`src/rtl/dpbram_rmw_port.sv`:
```
// Adapts byte-enabled load/store requests to the word-only BRAM port 1.
// Partial stores become a read of the old word followed by a merged write.
module dpbram_rmw_port #(
  parameter int RAM_ADDRWIDTH = 9
) (
  input  logic                     i_clk,
  input  logic                     i_rst_n,
  input  logic                     i_req_valid,
  output logic                     o_req_ready,
  input  logic                     i_req_we,
  input  logic [RAM_ADDRWIDTH+1:0] i_req_addr,
  input  logic [31:0]              i_req_wdata,
  input  logic [3:0]               i_req_be,
  output logic                     o_rsp_valid,
  output logic [31:0]              o_rsp_rdata,
  output logic                     o_ram_en,
  output logic                     o_ram_we,
  output logic [RAM_ADDRWIDTH-1:0] o_ram_addr,
  output logic [31:0]              o_ram_wd,
  input  logic [31:0]              i_ram_rd
);

  typedef enum logic [1:0] {IDLE, RD_RSP, MERGE, WR_ACK} state_t;

  state_t                   state_q, state_d;
  logic [RAM_ADDRWIDTH-1:0] addr_q, addr_d;
  logic [31:0]              wdata_q, wdata_d;
  logic [3:0]               be_q, be_d;
  logic [RAM_ADDRWIDTH-1:0] req_word;
  logic                     unused_addr_lsb;

  assign req_word        = i_req_addr[RAM_ADDRWIDTH+1:2];
  assign unused_addr_lsb = ^i_req_addr[1:0];

  function automatic logic [31:0] merge_lanes(input logic [31:0] new_w,
                                              input logic [31:0] old_w,
                                              input logic [3:0]  be);
    logic [31:0] m;
    for (int k = 0; k < 4; k++)
      m[8*k +: 8] = be[k] ? new_w[8*k +: 8] : old_w[8*k +: 8];
    return m;
  endfunction

  always_ff @(posedge i_clk or negedge i_rst_n) begin
    if (!i_rst_n) begin
      state_q <= IDLE;
      addr_q  <= '0;
      wdata_q <= '0;
      be_q    <= '0;
    end else begin
      state_q <= state_d;
      addr_q  <= addr_d;
      wdata_q <= wdata_d;
      be_q    <= be_d;
    end
  end

  always_comb begin
    state_d     = state_q;
    addr_d      = addr_q;
    wdata_d     = wdata_q;
    be_d        = be_q;
    o_req_ready = 1'b0;
    o_rsp_valid = 1'b0;
    o_rsp_rdata = '0;
    o_ram_en    = 1'b0;
    o_ram_we    = 1'b0;
    o_ram_addr  = '0;
    o_ram_wd    = '0;
    unique case (state_q)
      IDLE: begin
        o_req_ready = 1'b1;
        if (i_req_valid) begin
          if (!i_req_we) begin
            o_ram_en   = 1'b1;
            o_ram_addr = req_word;
            state_d    = RD_RSP;
          end else if (i_req_be == 4'b1111) begin
            o_ram_en   = 1'b1;
            o_ram_we   = 1'b1;
            o_ram_addr = req_word;
            o_ram_wd   = i_req_wdata;
            state_d    = WR_ACK;
          end else if (i_req_be == 4'b0000) begin
            state_d    = WR_ACK;
          end else begin
            // Partial store: fetch the old word now, merge next cycle.
            o_ram_en   = 1'b1;
            o_ram_addr = req_word;
            addr_d     = req_word;
            wdata_d    = i_req_wdata;
            be_d       = i_req_be;
            state_d    = MERGE;
          end
        end
      end
      RD_RSP: begin
        o_rsp_valid = 1'b1;
        o_rsp_rdata = i_ram_rd;
        state_d     = IDLE;
      end
      MERGE: begin
        o_ram_en   = 1'b1;
        o_ram_we   = 1'b1;
        o_ram_addr = addr_q;
        o_ram_wd   = merge_lanes(wdata_q, i_ram_rd, be_q);
        state_d    = WR_ACK;
      end
      WR_ACK: begin
        o_rsp_valid = 1'b1;
        state_d     = IDLE;
      end
      default: state_d = IDLE;
    endcase
  end

endmodule

```
`config.mk`:
```
export PLATFORM = sky130hd
export DESIGN_NAME = dpbram_rmw_port
export DESIGN_NICKNAME = d
export VERILOG_FILES = /design/src/rtl/dpbram_rmw_port.sv
export SDC_FILE = /design/constraint.sdc
export NUM_CORES = 1
export LEC_CHECK = 0
export CORE_ASPECT_RATIO = 0.8
export CORE_MARGIN = 3
export CORE_UTILIZATION = 35
export DETAILED_ROUTE_END_ITERATION = 8
export PLACE_DENSITY = 0.73
export SLEW_MARGIN = 40
export SYNTH_ARGS = -nofsm -noshare
export SYNTH_HDL_FRONTEND = slang
export SYNTH_SLANG_ARGS = --single-unit
```
`constraint.sdc`:
```
create_clock -name i_clk -period 4.8 [get_ports i_clk]
set_input_delay 0.48 -clock i_clk [delete_from_list [all_inputs] [get_ports i_clk]]
set_output_delay 0.48 -clock i_clk [all_outputs]
set_load 0.01 [all_outputs]
```
==> flow_summary.yaml <==
layout:
  nFillCells: 693
  drive_gt1_frac: 0.160
  n_antenna_cell: 0
  seq_area_mm2: 0.00118
  layout_commonest_cell: "clkdlybuf4s50_1"
  fin_cells: 489
  final_nets: 463
  final_cell_mix: "clkdlybuf4s50_1, dfrtp_1, mux2_4"
  area_growth_pct: 56.2
  multi_input_area_mm2: 0.00167
setup_path:
  cp_data_required_time_ps: 4320
  critPathMaxFanout: 19
  rrSetupSlack_ps: 2670
  crit_path_end_kind: "output port"
  crit_buf_inv: 3
  timing.critical_path.mode_cell: "clkdlybuf4s50_1"
  worstReg2RegStart: "state_q[1]$_DFFE_PN0P_"
  cp_data_arrival_time_ps: 2910
  crit_family: "buffers and inverters"
  slowest_delay_ps: 670
  reg2reg_depth: 4
  crit_path_cell_trace: "clkdlybuf4s50_1 -> nand4_1 -> nor2_2 -> buf_12 -> o2bb2ai_1 -> clkdlybuf4s50_1"
  cp.depth: 6
  critPathSlowestCell: "nor2_2"
  timing.rr.end: "wdata_q[17]$_DFFE_PN0P_"
  cp-start-kind: "primary input"
  critPathKind: "primary input to output port"
synth:
  yosys_warnings: 0
  yosysSeqAreaShare: 0.391
  syn_nets: 318
  ys_types: 23
  synth.ff_latch_count: 47
  syn_area_per_cell_um2: 12.8
  netlist_area_mm2: 0.00301
  synthCells: 235
  synth_top_area_cell: "dfrtp_1"
  yosysTopAreaCellShare: 0.391
  ys_top_cells_by_area: "dfrtp_1, mux2_4, mux2i_1"
clock_network:
  cts-root-buf: "clkbuf_8"
  clock_latency_ps: 290
  cts_resized: 0
  path_clk_slew_ps: 90
  cts.sinks: 47
  cts_max_path_buffers: 2
  cts_tree: "yes"
  cts_max_level: 2
  cts_hold_buf: 0
  cts_setup_buffers: 0
  cts_buffers: 5
place:
  gp_congestion: 0.718
  dp.cells: 481
  dpl.hpwl_um: 6090
  io_buffers: 157
floorplan:
  initial_utilization: 0.370
  num_io_pins: 160
  fp-row-count: 29
  core_area_mm2: 0.00813
  die_y_um: 88.9
  fp.dieW_um: 110
  fp.dieArea_mm2: 0.00975
power_and_ir_drop:
  power.density_mw_per_mm2: 510
  p_leak_nw: 2.00
  power.ir.vdd_worst_v: 0.000263
global_route:
  top_usage_layer: "met2"
  grt.met2_usage: 0.272
  grt.total_usage: 0.170
  grt_pass1_vias: 2617
  gr-usage-met3: 0.0520
  grt_first_pass_wirelength_um: 13300
  met1_usage: 0.238
  gr-total-overflow: 0
  grt_antenna_before_repair: 0
  grt_max_degree: 48
timing:
  finalSetupViolations: 0
  fin_tns_setup_ps: 0
  period_share: 0.705
  fmax_mhz: 295
  clock-skew-final_ps: 5.72
  rsz0062_at_grt: "false"
  tightest_slew_ps: 769
  slew_viol_final: 0
  layout_min_cycle_time_ps: 3390
  hold_viol_final: 0
  slew_headroom: 0.487
drt:
  vias: 2479
  post-route-drc-count: 0
  first_pass_iters: 5
  drt_wl_total_um: 8480
  ant_nets: 0
  vias_per_cell: 5.07
  dr.first_iter.drc_count: 47
  wl_per_cell_um: 17.3
run_status:
  status: "finished clean"
job:
  maxCapViolCount: 0
hold_path:
  hold_class: "primary input to asynchronous set/reset pin"
## cells by family after synthesis
kind of cell / share of synthesized area
compound gates: 0.133
buf+inv: 0.0583
flops: 0.391
mux: 0.325
simple gates: 0.0928
## state kept, by name, indices dropped and copies added, names as in the netlist
signal / flops
wdata_q: 32
state_q: 2
addr_q: 9
be_q: 4
## area by class of cell
class                           count  share of cell area
Timing Repair Buffer              159               0.343
Inverter                            2             0.00160
Clock buffer                        8              0.0213
Tap cell                          108              0.0288
Multi-Input combinational cell    165               0.355
Sequential cell                    47               0.250
## how the worst max path moves through the flow
stage / from / end / slack [ps]
global route: i_req_be[0] / o_ram_wd[17] / 1250
detailed placement: i_req_be[2] / o_ram_wd[17] / 1380
CTS: i_req_be[2] / o_ram_wd[17] / 1380
global placement: i_req_be[2] / o_ram_wd[17] / 1400
finish: i_req_be[2] / o_ram_wd[17] / 1410
floorplan: i_req_be[1] / o_ram_addr[0] / 2690
## metal layers
| metal | share of wire | vias to the layer above |
|---|---|---|
| met4 | 0.0028 | 0 |
| met1 | 0.47 | 1205 |
| met3 | 0.084 | 2 |
| li1 | - | 1171 |
| met5 | 0 | - |
| met2 | 0.44 | 101 |
## power by group
part / switching [W] / internal [W] / leakage [nW]
Clock: 0.000132 / 0.000132 / 0.0515
Sequential: 0.000188 / 0.000596 / 0.559
Combinational: 0.000490 / 0.000857 / 1.39
Total: 0.000809 / 0.00158 / 2.00
## synthesized netlist by cell type, drive strengths merged
library cell / n
dfrtp: 47
a31o: 1
nand3: 1
nor2b: 1
o21ai: 1
a32o: 9
buf: 8
mux2i: 32
o2bb2ai: 32
mux2: 45
nor2: 3
or4: 1
nand4bb: 1
inv: 2
nand3b: 1
and2: 32
clkbuf: 13
nand2: 2
nand4: 1
o21a: 2
## per-stage QoR
stage	area, um2	setup slack [ps]	utilization	power [W]	hold WS [ps]
detailed placement	4600	1380	0.565	0.00215	495
floorplan	3010	2690	-	0.00156	184
global placement	4570	1400	0.562	0.00211	487
finish	4700	1410	0.578	0.00239	185
global route	4700	1250	0.578	0.00256	232
CTS	4700	1380	0.578	0.00242	218
No activity file was read; power rests on OpenSTA's default activity.
